===== src/rtl/cell_plot_pkg.sv =====
// Shared types and constants for the Life drawing back end.
// Screen geometry, colours, FSM states and the queued cell record.
package cell_plot_pkg;

    localparam logic [7:0] SCREEN_W = 8'd160;
    localparam logic [6:0] SCREEN_H = 7'd120;
    localparam logic [7:0] X_LAST   = 8'd159;
    localparam logic [6:0] Y_LAST   = 7'd119;

    localparam logic [2:0] COLOUR_ALIVE = 3'b111;
    localparam logic [2:0] COLOUR_DEAD  = 3'b000;

    typedef enum logic [1:0] {
        IDLE  = 2'd0,
        PLOT  = 2'd1,
        CLEAR = 2'd2
    } state_t;

    typedef struct packed {
        logic [7:0] x;
        logic [6:0] y;
        logic       alive;
    } cell_t;

    function automatic logic cell_in_range(cell_t c);
        return (c.x < SCREEN_W) && (c.y < SCREEN_H);
    endfunction

endpackage


===== src/rtl/cell_plotter_if.sv =====
// Cell-update stream from the simulation core and the
// pixel write port towards the VGA adapter.
interface cell_plotter_if;
    logic       in_valid;
    logic       in_ready;
    logic [7:0] in_x;
    logic [6:0] in_y;
    logic       in_alive;

    modport master (
        output in_valid, in_x, in_y, in_alive,
        input  in_ready
    );
    modport slave (
        input  in_valid, in_x, in_y, in_alive,
        output in_ready
    );
endinterface

interface cell_plotter_vga_if;
    logic [7:0] x;
    logic [6:0] y;
    logic [2:0] colour;
    logic       writeEn;

    modport master (output x, y, colour, writeEn);
    modport slave  (input  x, y, colour, writeEn);
endinterface


===== src/rtl/cell_plotter_fifo.sv =====
// Small first-word-fall-through buffer of cell updates.
// Flush empties it in one edge and wins over push/pop.
module plot_fifo
    import cell_plot_pkg::*;
#(
    parameter int DEPTH = 4
) (
    input  logic  clock,
    input  logic  reset_n,
    input  logic  push_i,
    input  logic  pop_i,
    input  logic  flush_i,
    input  cell_t data_i,
    output cell_t data_o,
    output logic  full_o,
    output logic  empty_o
);

    localparam int AW = (DEPTH > 1) ? $clog2(DEPTH) : 1;
    localparam logic [AW:0] FULL_CNT = (AW + 1)'(DEPTH);

    cell_t         mem_q [DEPTH];
    logic [AW-1:0] wr_ptr_q;
    logic [AW-1:0] rd_ptr_q;
    logic [AW:0]   count_q;
    logic          push_ok;
    logic          pop_ok;

    assign full_o  = (count_q == FULL_CNT);
    assign empty_o = (count_q == '0);
    assign data_o  = mem_q[rd_ptr_q];
    assign push_ok = push_i && !full_o && !flush_i;
    assign pop_ok  = pop_i && !empty_o && !flush_i;

    // Storage array; contents are only meaningful below count_q.
    always_ff @(posedge clock) begin
        if (push_ok) begin
            mem_q[wr_ptr_q] <= data_i;
        end
    end

    // Pointers and occupancy.
    always_ff @(posedge clock or negedge reset_n) begin
        if (!reset_n) begin
            wr_ptr_q <= '0;
            rd_ptr_q <= '0;
            count_q  <= '0;
        end else if (flush_i) begin
            wr_ptr_q <= '0;
            rd_ptr_q <= '0;
            count_q  <= '0;
        end else begin
            if (push_ok) begin
                wr_ptr_q <= wr_ptr_q + 1'b1;
            end
            if (pop_ok) begin
                rd_ptr_q <= rd_ptr_q + 1'b1;
            end
            if (push_ok && !pop_ok) begin
                count_q <= count_q + 1'b1;
            end else if (pop_ok && !push_ok) begin
                count_q <= count_q - 1'b1;
            end
        end
    end

endmodule


===== src/rtl/cell_plotter.sv =====
// Turns queued cell updates into single-pixel VGA writes
// and runs a full-screen clear sweep on request.
module cell_plotter
    import cell_plot_pkg::*;
#(
    parameter int         FIFO_DEPTH   = 4,
    parameter logic [2:0] ALIVE_COLOUR = COLOUR_ALIVE,
    parameter logic [2:0] DEAD_COLOUR  = COLOUR_DEAD
) (
    input  logic               clock,
    input  logic               reset_n,
    input  logic               clear_req,
    cell_plotter_if.slave      in_if,
    cell_plotter_vga_if.master vga_if,
    output logic               busy
);

    state_t     state_q, state_d;
    logic [7:0] cx_q, cx_d;
    logic [6:0] cy_q, cy_d;
    logic [7:0] x_q, x_d;
    logic [6:0] y_q, y_d;
    logic [2:0] colour_q, colour_d;
    logic       we_q, we_d;

    logic  fifo_full;
    logic  fifo_empty;
    logic  push;
    logic  pop;
    cell_t in_cell;
    cell_t head;

    assign in_if.in_ready = !fifo_full && (state_q != CLEAR) && !clear_req;
    assign push           = in_if.in_valid && in_if.in_ready;
    assign in_cell        = '{x: in_if.in_x, y: in_if.in_y,
                              alive: in_if.in_alive};

    plot_fifo #(
        .DEPTH (FIFO_DEPTH)
    ) u_fifo (
        .clock   (clock),
        .reset_n (reset_n),
        .push_i  (push),
        .pop_i   (pop),
        .flush_i (clear_req),
        .data_i  (in_cell),
        .data_o  (head),
        .full_o  (fifo_full),
        .empty_o (fifo_empty)
    );

    // Next state, FIFO pop and next pixel to present.
    always_comb begin
        state_d  = state_q;
        cx_d     = cx_q;
        cy_d     = cy_q;
        x_d      = x_q;
        y_d      = y_q;
        colour_d = colour_q;
        we_d     = 1'b0;
        pop      = 1'b0;
        if (clear_req) begin
            state_d  = CLEAR;
            cx_d     = '0;
            cy_d     = '0;
            x_d      = '0;
            y_d      = '0;
            colour_d = DEAD_COLOUR;
            we_d     = 1'b1;
        end else begin
            unique case (state_q)
                IDLE: begin
                    if (!fifo_empty) begin
                        state_d = PLOT;
                    end
                end
                PLOT: begin
                    if (fifo_empty) begin
                        state_d = IDLE;
                    end else begin
                        pop = 1'b1;
                        if (cell_in_range(head)) begin
                            x_d      = head.x;
                            y_d      = head.y;
                            colour_d = head.alive ? ALIVE_COLOUR
                                                  : DEAD_COLOUR;
                            we_d     = 1'b1;
                        end
                    end
                end
                CLEAR: begin
                    if (cx_q == X_LAST && cy_q == Y_LAST) begin
                        state_d = IDLE;
                    end else begin
                        if (cx_q == X_LAST) begin
                            cx_d = '0;
                            cy_d = cy_q + 7'd1;
                        end else begin
                            cx_d = cx_q + 8'd1;
                        end
                        x_d      = cx_d;
                        y_d      = cy_d;
                        colour_d = DEAD_COLOUR;
                        we_d     = 1'b1;
                    end
                end
                default: state_d = IDLE;
            endcase
        end
    end

    // State, sweep counters and registered pixel outputs.
    always_ff @(posedge clock or negedge reset_n) begin
        if (!reset_n) begin
            state_q  <= IDLE;
            cx_q     <= '0;
            cy_q     <= '0;
            x_q      <= '0;
            y_q      <= '0;
            colour_q <= '0;
            we_q     <= 1'b0;
        end else begin
            state_q  <= state_d;
            cx_q     <= cx_d;
            cy_q     <= cy_d;
            x_q      <= x_d;
            y_q      <= y_d;
            colour_q <= colour_d;
            we_q     <= we_d;
        end
    end

    assign vga_if.x       = x_q;
    assign vga_if.y       = y_q;
    assign vga_if.colour  = colour_q;
    assign vga_if.writeEn = we_q;
    assign busy           = !fifo_empty || (state_q != IDLE);

endmodule

===== src/flat_wrapper.sv =====
// flat-port wrapper written by rule: the top's interface ports become plain ports
module cell_plotter_flat import cell_plot_pkg::*;
#(
    parameter int         FIFO_DEPTH   = 4,
    parameter logic [2:0] ALIVE_COLOUR = COLOUR_ALIVE,
    parameter logic [2:0] DEAD_COLOUR  = COLOUR_DEAD
)
  (clock, reset_n, clear_req, busy, in_if_in_valid, in_if_in_x, in_if_in_y, in_if_in_alive, in_if_in_ready, vga_if_x, vga_if_y, vga_if_colour, vga_if_writeEn);
  cell_plotter_if in_if_i ();
  cell_plotter_vga_if vga_if_i ();
  input  logic clock;
  input  logic reset_n;
  input  logic clear_req;
  output logic busy;
  input wire logic [$bits(in_if_i.in_valid)-1:0] in_if_in_valid;
  input wire logic [$bits(in_if_i.in_x)-1:0] in_if_in_x;
  input wire logic [$bits(in_if_i.in_y)-1:0] in_if_in_y;
  input wire logic [$bits(in_if_i.in_alive)-1:0] in_if_in_alive;
  output wire logic [$bits(in_if_i.in_ready)-1:0] in_if_in_ready;
  output wire logic [$bits(vga_if_i.x)-1:0] vga_if_x;
  output wire logic [$bits(vga_if_i.y)-1:0] vga_if_y;
  output wire logic [$bits(vga_if_i.colour)-1:0] vga_if_colour;
  output wire logic [$bits(vga_if_i.writeEn)-1:0] vga_if_writeEn;
  assign in_if_i.in_valid = in_if_in_valid;
  assign in_if_i.in_x = in_if_in_x;
  assign in_if_i.in_y = in_if_in_y;
  assign in_if_i.in_alive = in_if_in_alive;
  assign in_if_in_ready = in_if_i.in_ready;
  assign vga_if_x = vga_if_i.x;
  assign vga_if_y = vga_if_i.y;
  assign vga_if_colour = vga_if_i.colour;
  assign vga_if_writeEn = vga_if_i.writeEn;
  cell_plotter #(.FIFO_DEPTH(FIFO_DEPTH), .ALIVE_COLOUR(ALIVE_COLOUR), .DEAD_COLOUR(DEAD_COLOUR)) u_core (.clock(clock), .reset_n(reset_n), .clear_req(clear_req), .in_if(in_if_i), .vga_if(vga_if_i), .busy(busy));
endmodule

===== config.mk =====
export PLATFORM = sky130hd
export DESIGN_NAME = cell_plotter_flat
export DESIGN_NICKNAME = d
export VERILOG_FILES = /design/src/rtl/cell_plot_pkg.sv /design/src/rtl/cell_plotter_if.sv /design/src/rtl/cell_plotter_fifo.sv /design/src/rtl/cell_plotter.sv /design/src/flat_wrapper.sv
export SDC_FILE = /design/constraint.sdc
export NUM_CORES = 1
export LEC_CHECK = 0
export CORE_MARGIN = 10
export CORE_UTILIZATION = 35
export DETAILED_ROUTE_END_ITERATION = 6
export PLACE_DENSITY = 0.52
export SLEW_MARGIN = 20
export SYNTH_ARGS = -nofsm -noshare
export SYNTH_HDL_FRONTEND = slang
export SYNTH_HIERARCHICAL = 1
export SYNTH_SLANG_ARGS = --single-unit

===== constraint.sdc =====
create_clock -name clock -period 2.8 [get_ports clock]
set_input_delay 0.56 -clock clock [delete_from_list [all_inputs] [get_ports clock]]
set_output_delay 0.56 -clock clock [all_outputs]
set_load 0.1 [all_outputs]

==> flow_summary.yaml <==
setup_path:
  required_ns: 3.08
  cp_max_fo: 5
  rr_startpoint: "u_core/state_q[1]"
  critPathLaunchType: "flop"
  max_stage_delay_ns: 0.38
  r2r-end: "u_core/u_fifo/count_q[2]"
  arrival_ns: 2.90
  crit_family: "adder cells"
  criticalPathCategory: "flop to flop"
  rrSetupSlack_ns: 0.18
  rr_worst_depth: 11
  crit_slowest_cell: "dfrtp_1"
  cp.buffers_inverters: 1
  path_cells: "inv_1 > ha_1 > nand2b_4 > nor2_1 > o31ai_1 > or2_2 > ha_2 > fa_2 > xnor2_1 > or3_1 > a21oi_1"
  critPathCaptureType: "flop"
routing:
  firstDrtPassIters: 4
  wl_per_cell_um: 18.0
  wl_um: 10800
  dr.first_iter.drc_count: 218
  vias: 3053
  via_per_inst: 5.07
  drcViolationCount: 0
  ant_nets: 0
synthesis:
  synth-seq-cells: 105
  synth-main-ff-cell: "edfxtp_1"
  async_flop_share_pct: 39.0
  synth_edf_count: 64
  yosysSeqAreaShare_pct: 59.6
  synth_area_um2: 4950
  synthDistinctLibCells: 66
  syn_nets: 403
  yosysWarnings: 6
  syn_inst: 372
  syn_avg_cell_area_um2: 13.3
sta:
  maxSlewViolCount: 0
  fin_ws_ns: 0.181
  fin_crit_sh_pct: 93.5
  period_needed_ns: 2.62
  skew_ns: 0.00764
  setup_viol: 0
  fmax_mhz: 382
  worst_slew_pin_slew_ns: 0.573
  rsz0062_at_grt: "no"
  finalHoldViolations: 0
  relSlewSlack_pct: 61.5
clock_network:
  htreeDepth: 3
  clockBufferDepth: 2
  cts.reportedPaths.clkPinSlew_ns: 0.07
  cts_buffers: 9
  cts_setup_buffers: 0
  clkLatencyLatePin_ns: 0.35
  root_buffer: "clkbuf_16"
  tritoncts: "built"
  clock_sinks: 105
global_routing:
  grt_pass1_vias: 3147
  grt_overflow_total: 0
  grt_max_degree: 42
  grt.total_usage_pct: 11.5
  grt_antenna_before_repair: 0
  grt_pass1_wl_um: 17700
placed_design:
  dp_hpwl_um: 7740
  dp_slack_ns: 0.102
  post_dp_cell_area_um2: 5550
  place.gp.congestion: 0.810
  port_buffers: 40
final_layout:
  drive_gt1_share_pct: 22.5
  final_area_um2: 5860
  area_growth_pct: 18.5
  antenna_cells: 0
  nets: 448
floorplan:
  die-area_um2: 19300
  start_util_pct: 35.7
  core_um2: 13900
  fp.dieW_um: 139
  num_rows: 43
  die_h_um: 139
  ios: 41
run_status:
  status: "complete, no violations"
flow_run:
  maxCapViolations: 0
pwr:
  p_per_area_nw_per_um2: 593
  leakagePower_nw: 2.17
  peakVddDrop_uv: 490
min_path:
  hp-class: "primary input to asynchronous set/reset pin"
-- power by group --
part / leakage (nW) / switching (mW) / internal, mW
registers: 1.13 / 0.0292 / 1.68
clock network: 0.152 / 0.589 / 0.716
logic: 0.885 / 0.336 / 0.130
total: 2.17 / 0.954 / 2.53
-- registers in the layout, indices dropped and copies added (netlist names) --
signal,cells
u_core/u_fifo/count_q,3
u_core/vga_if.colour,1
u_core/cx_q,8
u_core/u_fifo/rd_ptr_q,2
u_core/vga_if.x,8
u_core/vga_if.writeEn,1
u_core/state_q,2
u_core/cy_q,7
u_core/u_fifo/mem_q,64
u_core/vga_if.y,7
u_core/u_fifo/wr_ptr_q,2
-- worst reg2reg max path, stage by stage (launching register included) --
cell,delay [ns]
dfrtp_1,0.38
inv_1,0.09
ha_1,0.30
nand2b_4,0.11
nor2_1,0.14
o31ai_1,0.12
or2_2,0.29
ha_2,0.21
fa_2,0.35
xnor2_1,0.14
or3_1,0.30
a21oi_1,0.12
-- cell usage in the layout (no fill, tap or decap), types with 3 or more instances in the layout --
cell             instances
nor2_1                  32
inv_6                    3
nand2b_1                 4
a21oi_1                 20
nand2_1                 23
nand3_1                  9
edfxtp_1                64
mux2i_1                  3
xor2_1                  10
clkdlybuf4s50_1         17
inv_1                    9
a21o_1                   4
ha_1                     8
a2111oi_0                3
nor3_1                   9
a211o_1                  4
dfrtp_1                 41
o21ai_0                 16
buf_4                   38
mux4_2                  11
nor4_1                   5
or2_2                    4
clkbuf_16                9
or3_1                    3
and2_2                   4
xnor2_1                  8
mux4_1                   5
-- routing by layer --
metal	part of all wire, %	wire, um	track usage [%]	vias up
met3	3.6	391	3.70	6
met1	47	5090	14.7	1517
li1	-	-	-	1486
met5	0	0	0	-
met2	49	5260	18.2	44
met4	0.90	97	3.02	0
-- stage by stage --
stage / setup TNS, ns / total power [mW] / hold slack (ns) / utilization, % / cells
after global placement: 0 / 2.21 / 0.509 / 39.9 / 586
after floorplan: -0.500 / 2.06 / 0.264 / - / 372
after global routing: 0 / 3.63 / 0.236 / 42.2 / 602
after detailed placement: 0 / 2.21 / 0.512 / 39.9 / 586
after CTS: 0 / 3.53 / 0.409 / 42.2 / 602
final: 0 / 3.48 / 0.203 / 42.2 / 602
-- synthesized netlist by cell type (6+ instances only) --
cell type	number	area share [%]
a21oi_1	20	2.0
and2_1	6	0.76
buf_2	8	0.81
clkbuf_1	7	0.53
dfrtp_1	41	21
edfxtp_1	64	39
ha_1	10	2.5
inv_1	10	0.76
mux4_2	11	5.0
nand2_1	23	1.7
nand3_1	9	0.91
nor2_1	32	2.4
nor3_1	10	1.0
o21ai_0	16	1.6
xnor2_1	8	1.4
xor2_1	10	1.8
-- cell families after synthesis --
logic type | Yosys count | share of synthesized area, %
AOI/OAI and AO/OA | 68 | 9.43
xor gates and xnor gates | 18 | 3.19
adders and majority gates | 11 | 2.93
buffers and inverters | 35 | 4.02
DFF | 105 | 59.6
muxes | 20 | 8.49
and+or+nand+nor | 115 | 12.4
-- worst max path at each step --
stage,startpoint,end,slack (ns),cells after the start
after floorplan,u_core/state_q[0],u_core/u_fifo/count_q[2],-0.27,13
after global placement,u_core/state_q[1],u_core/u_fifo/count_q[2],0.13,11
after detailed placement,u_core/state_q[1],u_core/u_fifo/count_q[2],0.10,11
after CTS,u_core/state_q[1],u_core/u_fifo/count_q[2],0.08,11
after global routing,u_core/u_fifo/count_q[1],u_core/u_fifo/count_q[2],0.002,10
final,u_core/state_q[1],u_core/u_fifo/count_q[2],0.18,11
-- layout make-up --
| cell class | count | area [um^2] |
|---|---|---|
| Inverter | 11 | 41.3 |
| Multi-Input combinational cell | 232 | 1840 |
| Clock inverter | 6 | 78.8 |
| Timing Repair Buffer | 58 | 500 |
| Sequential cell | 105 | 2950 |
| Fill cell | 1295 | 8020 |
| Tap cell | 180 | 225 |
| Clock buffer | 10 | 229 |
-- what timing repair did --
action	in CTS	in global routing
hold buffers	0	0
resized for setup	0	1
setup endpoints to repair	0	1
Note: power is estimated with default switching activity, not from simulation.
